--- src/rtl/mux16_rr_arbiter.sv ---
// Round-robin arbiter for 16 requesters sharing a 16:1 select datapath.
// Produces a registered one-hot grant plus matching 4-bit mux select with hold-time limiting.
module mux16_rr_arbiter #(
    parameter int unsigned MAX_HOLD = 64
) (
    input  logic        clk,
    input  logic        rst,
    input  logic [15:0] req,
    input  logic        rel,
    output logic [15:0] gnt,
    output logic [3:0]  sel,
    output logic        busy,
    output logic        timeout
);

    localparam int unsigned N  = 16;
    localparam int unsigned SW = 4;
    localparam int unsigned CW = 16;

    typedef enum logic {
        IDLE  = 1'b0,
        GRANT = 1'b1
    } state_t;

    state_t        state;
    logic [SW-1:0] ptr;
    logic [CW-1:0] hold_cnt;

    logic [SW-1:0] pick;
    logic [SW-1:0] idx;
    logic          found;
    logic          hold_hit;
    logic          release_now;

    // First requester at or after ptr, scanning upward with 4-bit wrap.
    always_comb begin
        pick  = '0;
        idx   = '0;
        found = 1'b0;
        for (int i = 0; i < int'(N); i++) begin
            idx = ptr + SW'(i);
            if (!found && req[idx]) begin
                pick  = idx;
                found = 1'b1;
            end
        end
    end

    // MAX_HOLD of zero disables the limit entirely.
    always_comb begin
        hold_hit    = (MAX_HOLD != 0) && (hold_cnt == CW'(MAX_HOLD - 1));
        release_now = rel || !req[sel] || hold_hit;
    end

    always_ff @(posedge clk) begin
        if (rst) begin
            state    <= IDLE;
            ptr      <= '0;
            hold_cnt <= '0;
            gnt      <= '0;
            sel      <= '0;
            busy     <= 1'b0;
            timeout  <= 1'b0;
        end else begin
            timeout <= 1'b0;
            case (state)
                IDLE: begin
                    if (found) begin
                        gnt      <= N'(1) << pick;
                        sel      <= pick;
                        busy     <= 1'b1;
                        hold_cnt <= '0;
                        state    <= GRANT;
                    end
                end
                GRANT: begin
                    if (hold_cnt != '1) begin
                        hold_cnt <= hold_cnt + CW'(1);
                    end
                    if (release_now) begin
                        gnt     <= '0;
                        busy    <= 1'b0;
                        ptr     <= sel + SW'(1);
                        state   <= IDLE;
                        // Only flag revocation when the owner still wanted the bus.
                        timeout <= !rel && req[sel];
                    end
                end
                default: state <= IDLE;
            endcase
        end
    end

endmodule

--- config.mk ---
export PLATFORM = sky130hd
export DESIGN_NAME = mux16_rr_arbiter
export DESIGN_NICKNAME = d
export VERILOG_FILES = /design/src/rtl/mux16_rr_arbiter.sv
export SDC_FILE = /design/constraint.sdc
export NUM_CORES = 1
export LEC_CHECK = 0
export ABC_AREA = 1
export CAP_MARGIN = 30
export CORE_ASPECT_RATIO = 0.8
export CORE_MARGIN = 1.5
export CORE_UTILIZATION = 59
export CTS_BUF_LIST = sky130_fd_sc_hd__clkbuf_16
export CTS_CLUSTER_DIAMETER = 60
export CTS_CLUSTER_SIZE = 28
export DETAILED_ROUTE_END_ITERATION = 8
export MAX_ROUTING_LAYER = met4
export PLACE_DENSITY = 0.82
export SKIP_CTS_REPAIR_TIMING = 1
export SLEW_MARGIN = 20
export SYNTH_ARGS = -nofsm -noshare
export SYNTH_HDL_FRONTEND = slang
export SYNTH_SLANG_ARGS = --single-unit
--- constraint.sdc ---
create_clock -name clk -period 3.8 [get_ports clk]
set_input_delay 0.95 -clock clk [delete_from_list [all_inputs] [get_ports clk]]
set_output_delay 0.95 -clock clk [all_outputs]
set_load 0.1 [all_outputs]
==> results of run 1 <==
report_power, final:
group          leakage [nW]  internal [W]  switching [W]  total [W]
Sequential            0.349      0.000512      0.0000746   0.000587
Combinational          2.10       0.00106        0.00234    0.00340
Clock                0.0710      0.000240       0.000183   0.000423
Total                  2.52       0.00181        0.00260    0.00441
path summary, 6_finish.rpt:
kind / start / end / slack, ns / depth (start not counted)
max: ptr[2]$_SDFFE_PP0P_ / gnt[3]$_SDFFE_PP0P_ / 0.21 / 22
min reg2reg: gnt[15]$_SDFFE_PP0P_ / gnt[15]$_SDFFE_PP0P_ / 0.46 / 2
min: gnt[15]$_SDFFE_PP0P_ / gnt[15]$_SDFFE_PP0P_ / 0.46 / 2
max reg2reg: ptr[2]$_SDFFE_PP0P_ / gnt[3]$_SDFFE_PP0P_ / 0.21 / 22
cell usage after synthesis (2+ instances only):
cell      number
a211oi_1       2
a21oi_1       34
a21oi_4        2
buf_2          5
buf_4          3
buf_6          4
clkbuf_1       4
dfxtp_1       43
ha_1           9
inv_1         71
inv_2          9
inv_4          2
nand2_1      179
nand2_2       22
nand2_4        8
nand3_1      106
nand3_2        6
nand4_1       18
nand4_4        2
nor2_1        66
nor2_2         5
nor2_4         3
nor2_8         2
nor3_1         8
nor3b_1        2
nor4_1         2
o21a_1         3
o21ai_0       22
o221ai_1       3
o22ai_1        6
xnor2_1        2
xor2_1         7
xor2_2         4
area by class of cell:
class | instances | area (um^2)
Inverter | 83 | 320
Tap cell | 84 | 105
Timing Repair Buffer | 92 | 827
Fill cell | 499 | 1330
Clock buffer | 5 | 125
Multi-Input combinational cell | 532 | 2960
Clock inverter | 3 | 16.3
Sequential cell | 43 | 861
metrics by stage:
step	cells	hold WS, ns	setup WS, ns	area [um^2]
floorplan	674	0.452	0.405	4100
global placement	830	0.452	-0.123	4850
detailed placement	830	0.453	-0.194	4850
CTS	838	0.462	0.0570	4990
global route	842	0.486	-0.00279	5210
finish	842	0.460	0.206	5210
registers in the layout, indices dropped and copies added, names as in the netlist:
signal / flops
busy: 1
timeout: 1
hold_cnt: 16
state: 1
ptr: 4
sel: 4
gnt: 16
logic make-up (layout without fill, tap and decap cells):
group | Yosys count | after routing | synth area share (%)
AND/OR/NAND/NOR | 431 | 431 | 50.9
buffers and inverters | 100 | 183 | 10.5
AO/OA/AOI/OAI | 78 | 79 | 11.3
flip-flops | 43 | 43 | 21.0
XOR/XNOR | 13 | 13 | 3.51
adder cells (fa/ha/maj) | 9 | 9 | 2.75
per-layer routing:
layer  up-vias  routed length [um]  share of wire (%)
met5         -                   0                  0
met4         0                 246                1.9
met3        39                1210                9.1
met2       277                5740                 43
met1      2289                6070                 46
li1       2390                   -                  -
worst max-delay path, cell delays in order (launching register included):
cell     delay (ns)
dfxtp_1        0.51
buf_4          0.24
ha_1           0.21
nand2_1        0.10
xor2_2         0.25
inv_2          0.10
nand2_4        0.10
nand2_4        0.06
nor2_4         0.11
nand4_2        0.11
nor2_4         0.20
nand4_4        0.16
nor2_8         0.19
nand4_4        0.12
nor2_4         0.16
nand2_4        0.09
inv_2          0.10
nand2_2        0.06
nand2_4        0.11
nand2_2        0.07
nor2_4         0.25
nand2_1        0.09
a21oi_1        0.12
==> out/results.tsv, run 1 <==
stage	metric	value	unit
clocking	CTS sink count	43	
floorplan	Die H	77.6	um
synthesis	Unique masters post-synth	43	
synthesis	post-synthesis sequential element count	43	
synthesis	ys async rst share	0	%
route	drt wl/cell	15.8	um
synthesis	Synth area leader	dfxtp_1	
timing	Worst Max-Slew Pin Slew	1.00	ns
synthesis	ys flop type	dfxtp_1	
global_route	Total GRT Usage	35.7	%
worst_setup_path	worst endpoint required time	4.02	ns
clocking	CTS max path bufs	2	
power	PD cells	846	nW/um^2
synthesis	Mapped Area	4100	um^2
synthesis	Area contributors post-synth	dfxtp_1 21%, nand2_1 16%, nand3_1 13%	
global_route	GR Layer Usage met1	50.3	%
global_route	Global Route met3 Usage	6.27	%
floorplan	die area	7460	um^2
worst_setup_path	crit end category	flop	
clocking	CTS H-tree lvls	2	
global_route	gr ovfl total	0	
timing	final worst-path cycle share	94.6	%
worst_setup_path	worst path arrival time	3.81	ns
timing	Fin. Hold Viols	0	
route	drt drc	0	
timing	Rel. slew slack	33.0	%
clocking	CTS clock-pin slew for the worst setup and hold paths	0.06	ns
finish	layout cell share with drive strength beyond 1	21.5	%
synthesis	Avg Inst Size Synth	6.08	um^2
status	status	completed	
floorplan	IO Pins	41	
synthesis	Post-Synthesis Net Count	702	
global_route	vias in the first global route	4434	
worst_setup_path	Startpoint Class	flop	
route	Iter 0 DRT Violations	423	
flow_run	max-capacitance violation count	0	
global_route	grt met2 use	53.2	%
global_route	gr busiest metal	met2	
timing	Peak Freq	0.278	GHz
synthesis	cells after synthesis	674	
floorplan	FP Rows	26	
global_route	global-route wire length before repair	20400	um
floorplan	Die Span X	96.2	um
timing	post-route setup TNS	0	ns
timing	minimum clock period	3.59	ns
min_path	Worst Hold Class	reg -> reg	
global_route	largest net degree at the start of global routing	26	
clocking	worst skew pair latency	0.29	ns
route	DRT Pass-1 Iters	5	
timing	final setup vio count	0	
clocking	TritonCTS clock tree	yes	
route	Vias	4995	
worst_setup_path	WS Path Type	reg -> reg	
floorplan	core area	6540	um^2
placed_design	dpl hpwl	9690	um
finish	area delta synth->final	27.1	%
synthesis	number of flops mapped to enable cells by yosys	0	
global_route	initial antenna violation count	0	
placed_design	I/O Buffers	40	
synthesis	sequential area share after synthesis	21.0	%
route	DRT Wirelength	13300	um
finish	nets@finish	785	
power	Design Power	0.00441	W
timing	max-slew violations	0	
placed_design	routability congestion estimate	1.02	
finish	Antenna diodes	0	
power	Leak Pwr	2.52	nW
finish	Core Util, Final	79.7	%
synthesis	Synth warnings	0	
finish	most common cell after layout, fill and taps aside	nand2_1	
floorplan	initial core utilization	62.7	%
clocking	total CTS buffers	5	
synthesis	share of the synthesized area in the top cell type	21.0	%
route	Antenna Violating Nets Remaining	0	
finish	most frequent cells in the layout	169 x nand2_1, 96 x nand3_1, 71 x inv_1	
timing	Clock Skew	0.00551	ns
route	via/cell ratio	5.93	
clocking	Clk Tree Root Cell	clkbuf_16	
power	Worst VDD drop	0.000593	V
worst_setup_path	crit-path max FO	8	
(Power assumes the default switching activity.)
==> inputs of run 2 (changes only) <==
--- a/config.mk
+++ b/config.mk
@@ -8,14 +8,14 @@
 export ABC_AREA = 1
 export CAP_MARGIN = 30
 export CORE_ASPECT_RATIO = 0.8
-export CORE_MARGIN = 1.5
+export CORE_MARGIN = 2
 export CORE_UTILIZATION = 59
 export CTS_BUF_LIST = sky130_fd_sc_hd__clkbuf_16
 export CTS_CLUSTER_DIAMETER = 60
 export CTS_CLUSTER_SIZE = 28
 export DETAILED_ROUTE_END_ITERATION = 8
 export MAX_ROUTING_LAYER = met4
-export PLACE_DENSITY = 0.82
+export PLACE_DENSITY_LB_ADDON = 0.1
 export SKIP_CTS_REPAIR_TIMING = 1
 export SLEW_MARGIN = 20
 export SYNTH_ARGS = -nofsm -noshare
==> run 2 against run 1 <==
Against the previous run:
- total power rose by 0.38%
- routed wire length down 2.4%
- global-route usage is 1.8 points lower
- combinational power decreased by 3%
- die area up 2.3%
- critical path type unchanged
- via count decreased by 1.9%
- final cell count grew 0.36%
- first-iteration DRC count down 11%
- non-clock buffer count did not move
- critical path depth grew 2
- highest routed layer unchanged
- flip-flop and latch count unchanged
==> out/results.tsv, run 2 (synthesis results as in run 1) <==
stage	metric	value	unit	change
worst_setup_path	slowest stage cell, crit path	dfxtp_1		
global_route	global-route wire length before repair	20600	um	+0.74%
finish	Core Util, Final	76.6	%	-3.1 points
worst_setup_path	WS Path Type	reg -> reg		
clocking	CTS max path bufs	2		unchanged
clocking	CTS sink count	43		unchanged
floorplan	Die H	78.6	um	+1.3%
finish	Fill cells	531		+6.4%
route	Vias	4902		-1.9%
power	Comb pwr share	74.3	%	-2.8 points
min_path	Worst Hold Class	reg -> reg		
global_route	Total GRT Usage	33.9	%	-1.8 points
timing	max-slew violations	0		unchanged
power	Worst VDD drop	0.000818	V	+38%
worst_setup_path	crit path buf inv count	3		unchanged
finish	nets@finish	785		unchanged
power	Clock power frac	12.6	%	+3.0 points
floorplan	IO Pins	41		unchanged
timing	RSZ-0062 raised after global routing	no		
route	DRT Wirelength	12900	um	-2.4%
worst_setup_path	crit-path max FO	16		+8
global_route	initial antenna violation count	0		unchanged
timing	final setup vio count	0		unchanged
finish	most frequent cells in the layout	172 x nand2_1, 100 x nand3_1, 71 x inv_1		
clocking	CTS clock-pin slew for the worst setup and hold paths	0.06	ns	about the same
flow_run	max-capacitance violation count	0		unchanged
route	DRT Pass-1 Iters	5		unchanged
floorplan	FP Rows	27		+3.8%
timing	post-route setup TNS	0	ns	unchanged
power	internal cell power	0.00193	W	+6.6%
timing	minimum clock period	3.54	ns	-0.0565 ns
timing	Rel. slew slack	34.9	%	+1.9 points
route	Antenna Violating Nets Remaining	0		unchanged
status	status	completed		
floorplan	die area	7630	um^2	+2.3%
route	drt drc	0		unchanged
worst_setup_path	worst path arrival time	3.76	ns	-0.05 ns
finish	Antenna diodes	0		unchanged
timing	Clock Skew	0.00568	ns	+0.000165 ns
worst_setup_path	crit end category	flop		
placed_design	I/O Buffers	40		unchanged
power	sw frac	56.4	%	-2.5 points
floorplan	Die Span X	97.2	um	+1.0%
worst_setup_path	kind of cell adding the most delay to the critical path	simple AND/OR/NAND/NOR gates		
floorplan	core area	6790	um^2	+3.8%
worst_setup_path	critical path's most frequent cell	nand2_2		
global_route	largest net degree at the start of global routing	26		unchanged
clocking	worst skew pair latency	0.29	ns	about the same
finish	Top Registers	gnt: 16 flops, hold_cnt: 16 flops		
floorplan	initial core utilization	60.4	%	-2.3 points
route	drt wl/cell	15.3	um	-2.8%
finish	Multi-input gate area	2890	um^2	-2.1%
global_route	gr ovfl total	0		unchanged
worst_setup_path	critical-path cell list	buf_4 -> ha_1 -> nand2_1 -> nand2_2 -> inv_2 -> nand3_2 -> nand2_2 -> nand2_2 -> nand2_4 -> nor2_4 -> nand4_2 -> nor2_4 -> nand4_4 -> nor2_8 -> nand4_4 -> nor2_4 -> nand2_2 -> nand2_1 -> inv_2 -> nand2_4 -> nand2_4 -> a21oi_4 -> nand2_1 -> a21oi_1		
finish	layout cell share with drive strength beyond 1	20.2	%	-1.3 points
timing	Worst Max-Slew Pin Slew	0.974	ns	-0.0289 ns
timing	Fin. Hold Viols	0		unchanged
worst_setup_path	Largest stage delay, worst path	0.33	ns	-0.18 ns
clocking	total CTS buffers	5		unchanged
worst_setup_path	Worst R2R Setup Slack	0.26	ns	+0.06 ns
timing	final worst-path cycle share	93.1	%	-1.5 points
finish	most common cell after layout, fill and taps aside	nand2_1		
clocking	CTS H-tree lvls	2		unchanged
power	Sw Pwr	0.00249	W	-3.9%
finish	flip-flop and latch area	862	um^2	+0.15%
timing	Peak Freq	0.283	GHz	+1.6%
power	PD cells	851	nW/um^2	+0.57%
route	Iter 0 DRT Violations	377		-11%
power	Reg power frac	13.1	%	-0.2 points
clocking	Clk Tree Root Cell	clkbuf_16		
timing	hold_ws	0.465	ns	+0.00525 ns
worst_setup_path	Startpoint Class	flop		
global_route	vias in the first global route	4372		-1.4%
worst_setup_path	worst endpoint required time	4.02	ns	about the same
route	via/cell ratio	5.80		-2.2%
placed_design	routability congestion estimate	0.979		-4.3%
finish	area delta synth->final	26.9	%	
placed_design	dpl hpwl	9890	um	+2.1%
clocking	TritonCTS clock tree	yes		
power	Leak Pwr	2.52	nW	about the same
-- run 2: changes by cell type in the layout (fill, tap and decap cells not counted), moves of 2 or more --
cell	change
nor2_4	-2
a21oi_1	+2
nand2_2	-2
nor2_1	+2
nand2_1	+3
nand3_2	-4
nand3_1	+4
bufinv_16	+2
-- run 2: power groups by stage --
stage | combinational, W | sequential [W] | clock (W)
after global routing | 0.00355 | 0.000588 | 0.000569
after global placement | 0.00304 | 0.000585 | 0
after CTS | 0.00310 | 0.000578 | 0.000552
final | 0.00329 | 0.000581 | 0.000555
after floorplan | 0.00183 | 0.000890 | 0
after detailed placement | 0.00308 | 0.000587 | 0
-- run 2: metrics by stage --
stage | instances | worst slack [ns] | power [W] | area (um^2)
floorplan | 674 | 0.405 | 0.00272 | 4100
global placement | 835 | -0.173 | 0.00362 | 4870
detailed placement | 835 | -0.207 | 0.00367 | 4870
CTS | 843 | 0.0735 | 0.00423 | 5060
global route | 845 | 0.0315 | 0.00470 | 5200
finish | 845 | 0.262 | 0.00442 | 5200
-- run 2: final timing paths --
check                                    startpoint                    to  cells after the start
worst max register to register  ptr[1]$_SDFFE_PP0P_  gnt[13]$_SDFFE_PP0P_                     24
worst max-delay path            ptr[1]$_SDFFE_PP0P_  gnt[13]$_SDFFE_PP0P_                     24
worst min-delay path            gnt[6]$_SDFFE_PP0P_   gnt[6]$_SDFFE_PP0P_                      2
worst min register to register  gnt[6]$_SDFFE_PP0P_   gnt[6]$_SDFFE_PP0P_                      2
-- run 2: worst register-to-register path, cell delays in order, from the launching register on --
cell     delay (ns)
dfxtp_1        0.33
buf_4          0.25
ha_1           0.21
nand2_1        0.07
nand2_2        0.18
inv_2          0.17
nand3_2        0.12
nand2_2        0.06
nand2_2        0.10
nand2_4        0.07
nor2_4         0.11
nand4_2        0.11
nor2_4         0.23
nand4_4        0.16
nor2_8         0.19
nand4_4        0.12
nor2_4         0.13
nand2_2        0.11
nand2_1        0.12
inv_2          0.05
nand2_4        0.06
nand2_4        0.07
a21oi_4        0.23
nand2_1        0.09
a21oi_1        0.13
-- run 2: final cells by class --
class                   count  area share, %
multi-input cells         532           55.6
flip-flops and latches     43           16.6
repair buffers             92           15.9
inverters                  83           6.16
clock buffers               5           2.41
well taps                  87           2.09
clock inverters             3           1.23
-- run 2: metal layers --
| layer | GRT usage [%] | up-vias | part of all wire, % |
|---|---|---|---|
| met4 | 7.32 | 0 | 1.3 |
| met1 | 47.7 | 2257 | 46 |
| met3 | 4.81 | 23 | 8.3 |
| li1 | - | 2388 | - |
| met2 | 52.2 | 234 | 44 |
| met5 | - | - | 0 |
==> inputs of run 3 (changes only) <==
--- a/config.mk
+++ b/config.mk
@@ -15,7 +15,7 @@
 export CTS_CLUSTER_SIZE = 28
 export DETAILED_ROUTE_END_ITERATION = 8
 export MAX_ROUTING_LAYER = met4
-export PLACE_DENSITY_LB_ADDON = 0.1
+export PLACE_DENSITY_LB_ADDON = 0.05
 export SKIP_CTS_REPAIR_TIMING = 1
 export SLEW_MARGIN = 20
 export SYNTH_ARGS = -nofsm -noshare
==> run 3 against run 2 <==
Against the previous run:
- combinational power increased by 3%
- routed wire length is 3.8% higher
- utilization increased by 0.87 points
- sequential power about the same
==> out/results.tsv, run 3 (synthesis results as in run 1) <==
stage	metric	value	unit	change
worst_setup_path	kind of cell adding the most delay to the critical path	simple AND/OR/NAND/NOR gates		
clocking	worst skew pair latency	0.28	ns	about the same
flow_run	max-capacitance violation count	0		unchanged
timing	minimum clock period	3.61	ns	+0.0751 ns
timing	final setup vio count	0		unchanged
floorplan	Die H	78.6	um	unchanged
finish	Top Registers	gnt: 16 flops, hold_cnt: 16 flops		
placed_design	I/O Buffers	40		unchanged
worst_setup_path	crit end category	flop		
power	PD cells	857	nW/um^2	+0.79%
route	Antenna Violating Nets Remaining	0		unchanged
global_route	initial antenna violation count	0		unchanged
worst_setup_path	Worst Setup SP	req[8]		
route	DRT Wirelength	13400	um	+3.8%
min_path	hold path start	gnt[0]$_SDFFE_PP0P_		
floorplan	die area	7630	um^2	unchanged
worst_setup_path	worst r2r src	ptr[0]$_SDFFE_PP0P_		
placed_design	routability congestion estimate	0.979		about the same
route	drt wl/cell	15.8	um	+3.2%
clocking	Clk Tree Root Cell	clkbuf_16		
clocking	CTS H-tree lvls	2		unchanged
finish	area delta synth->final	28.3	%	
power	Leak Pwr	2.54	nW	+0.84%
clocking	total CTS buffers	5		unchanged
placed_design	Post-Place Cells	839		+0.48%
clocking	TritonCTS clock tree	yes		
global_route	Total GRT Usage	34.3	%	+0.44 points
finish	most frequent cells in the layout	174 x nand2_1, 98 x nand3_1, 71 x inv_1		
route	Iter 0 DRT Violations	401		+6.4%
worst_setup_path	crit path buf inv count	2		-1
timing	post-route setup TNS	0	ns	unchanged
min_path	Worst Hold Class	reg -> reg		
floorplan	IO Pins	41		unchanged
status	status	completed		
worst_setup_path	critical-path cell list	clkdlybuf4s50_1 -> nand2_1 -> nand3_1 -> nand3_2 -> nand2_2 -> nand2_2 -> nand2_4 -> nor2_4 -> nand4_2 -> nor2_4 -> nand4_4 -> nor2_8 -> nand4_4 -> nor2_4 -> nand2_2 -> nand2_1 -> inv_2 -> nand2_4 -> nand2_4 -> a21oi_4 -> nand2_1 -> a21oi_1		
timing	final worst-path cycle share	95.1	%	+2.0 points
floorplan	initial core utilization	60.4	%	unchanged
global_route	vias in the first global route	4515		+3.3%
worst_setup_path	Largest stage delay, worst path	0.45	ns	+0.12 ns
finish	Post-Layout Cell Count	850		+0.59%
finish	most common cell after layout, fill and taps aside	nand2_1		
floorplan	core area	6790	um^2	unchanged
timing	Rel. slew slack	34.5	%	-0.36 points
finish	Antenna diodes	0		unchanged
global_route	largest net degree at the start of global routing	26		unchanged
finish	Fill cells	512		-3.6%
finish	layout cell share with drive strength beyond 1	21.0	%	+0.79 points
route	Vias	4962		+1.2%
power	Worst VDD drop	0.000884	V	+8.1%
timing	Final Worst Setup Slack	0.187	ns	-0.0751 ns
floorplan	Die Span X	97.2	um	unchanged
timing	Clock Skew	0.00309	ns	-0.00258 ns
placed_design	Placement Setup Slack	-0.172	ns	+0.0349 ns
finish	Multi-input gate area	2930	um^2	+1.2%
worst_setup_path	slowest stage cell, crit path	clkdlybuf4s50_1		
worst_setup_path	Startpoint Class	input port		
timing	RSZ-0062 raised after global routing	yes		
route	via/cell ratio	5.84		+0.63%
timing	Fin. Hold Viols	0		unchanged
global_route	gr ovfl total	0		unchanged
finish	flip-flop and latch area	862	um^2	unchanged
clocking	CTS max path bufs	2		unchanged
route	DRT Pass-1 Iters	5		unchanged
worst_setup_path	worst endpoint required time	4.00	ns	-0.02 ns
timing	Worst Max-Slew Pin Slew	0.979	ns	+0.00543 ns
worst_setup_path	crit-path max FO	5		-11
placed_design	dpl hpwl	9810	um	-0.74%
route	drt drc	0		unchanged
clocking	CTS sink count	43		unchanged
worst_setup_path	worst path arrival time	3.81	ns	+0.05 ns
finish	nets@finish	790		+0.64%
timing	Peak Freq	0.277	GHz	-2.1%
worst_setup_path	WS Path Type	in -> reg		
clocking	CTS clock-pin slew for the worst setup and hold paths	0.06	ns	about the same
timing	max-slew violations	0		unchanged
power	Design Power	0.00451	W	+1.9%
floorplan	FP Rows	27		unchanged
global_route	global-route wire length before repair	21100	um	+2.4%
finish	Core Util, Final	77.5	%	+0.87 points
-- run 3: final cells by class --
cell class	instances	area share (%)
Clock buffer	5	2.38
Clock inverter	3	1.21
Sequential cell	43	16.4
Multi-Input combinational cell	533	55.7
Inverter	83	6.02
Timing Repair Buffer	96	16.2
Tap cell	87	2.07
-- run 3: path summary, 6_finish.rpt --
kind	endpoint	slack (ns)	cells after the start
max	gnt[9]$_SDFFE_PP0P_	0.19	22
min	gnt[0]$_SDFFE_PP0P_	0.46	2
max reg2reg	gnt[9]$_SDFFE_PP0P_	0.22	23
min reg2reg	gnt[0]$_SDFFE_PP0P_	0.46	2
-- run 3: through the flow --
step,instance area (um^2),hold WS (ns)
4_1_cts,5090,0.464
5_1_grt,5260,0.474
3_5_place_dp,4900,0.455
3_3_place_gp,4900,0.451
6_report,5260,0.461
2_1_floorplan,4100,0.452
-- run 3: layer usage --
metal / share of wire, % / track usage (%) / up-vias
met3: 9.4 / 5.16 / 22
met1: 45 / 48.4 / 2273
li1: - / - / 2395
met5: 0 / - / -
met4: 1.5 / 8.17 / 0
met2: 44 / 52.2 / 272
-- run 3: worst min-delay path: cells and delay by family (launching register included) --
kind               cells  cell delay (ns)
DFF                    1             0.31
and+or+nand+nor        1             0.06
AOI/OAI and AO/OA      1             0.05
-- run 3: report_power, final --
group / switching, W / total [W] / internal, W
clock network: 0.000176 / 0.000550 / 0.000374
registers: 0.0000675 / 0.000580 / 0.000512
logic: 0.00231 / 0.00338 / 0.00107
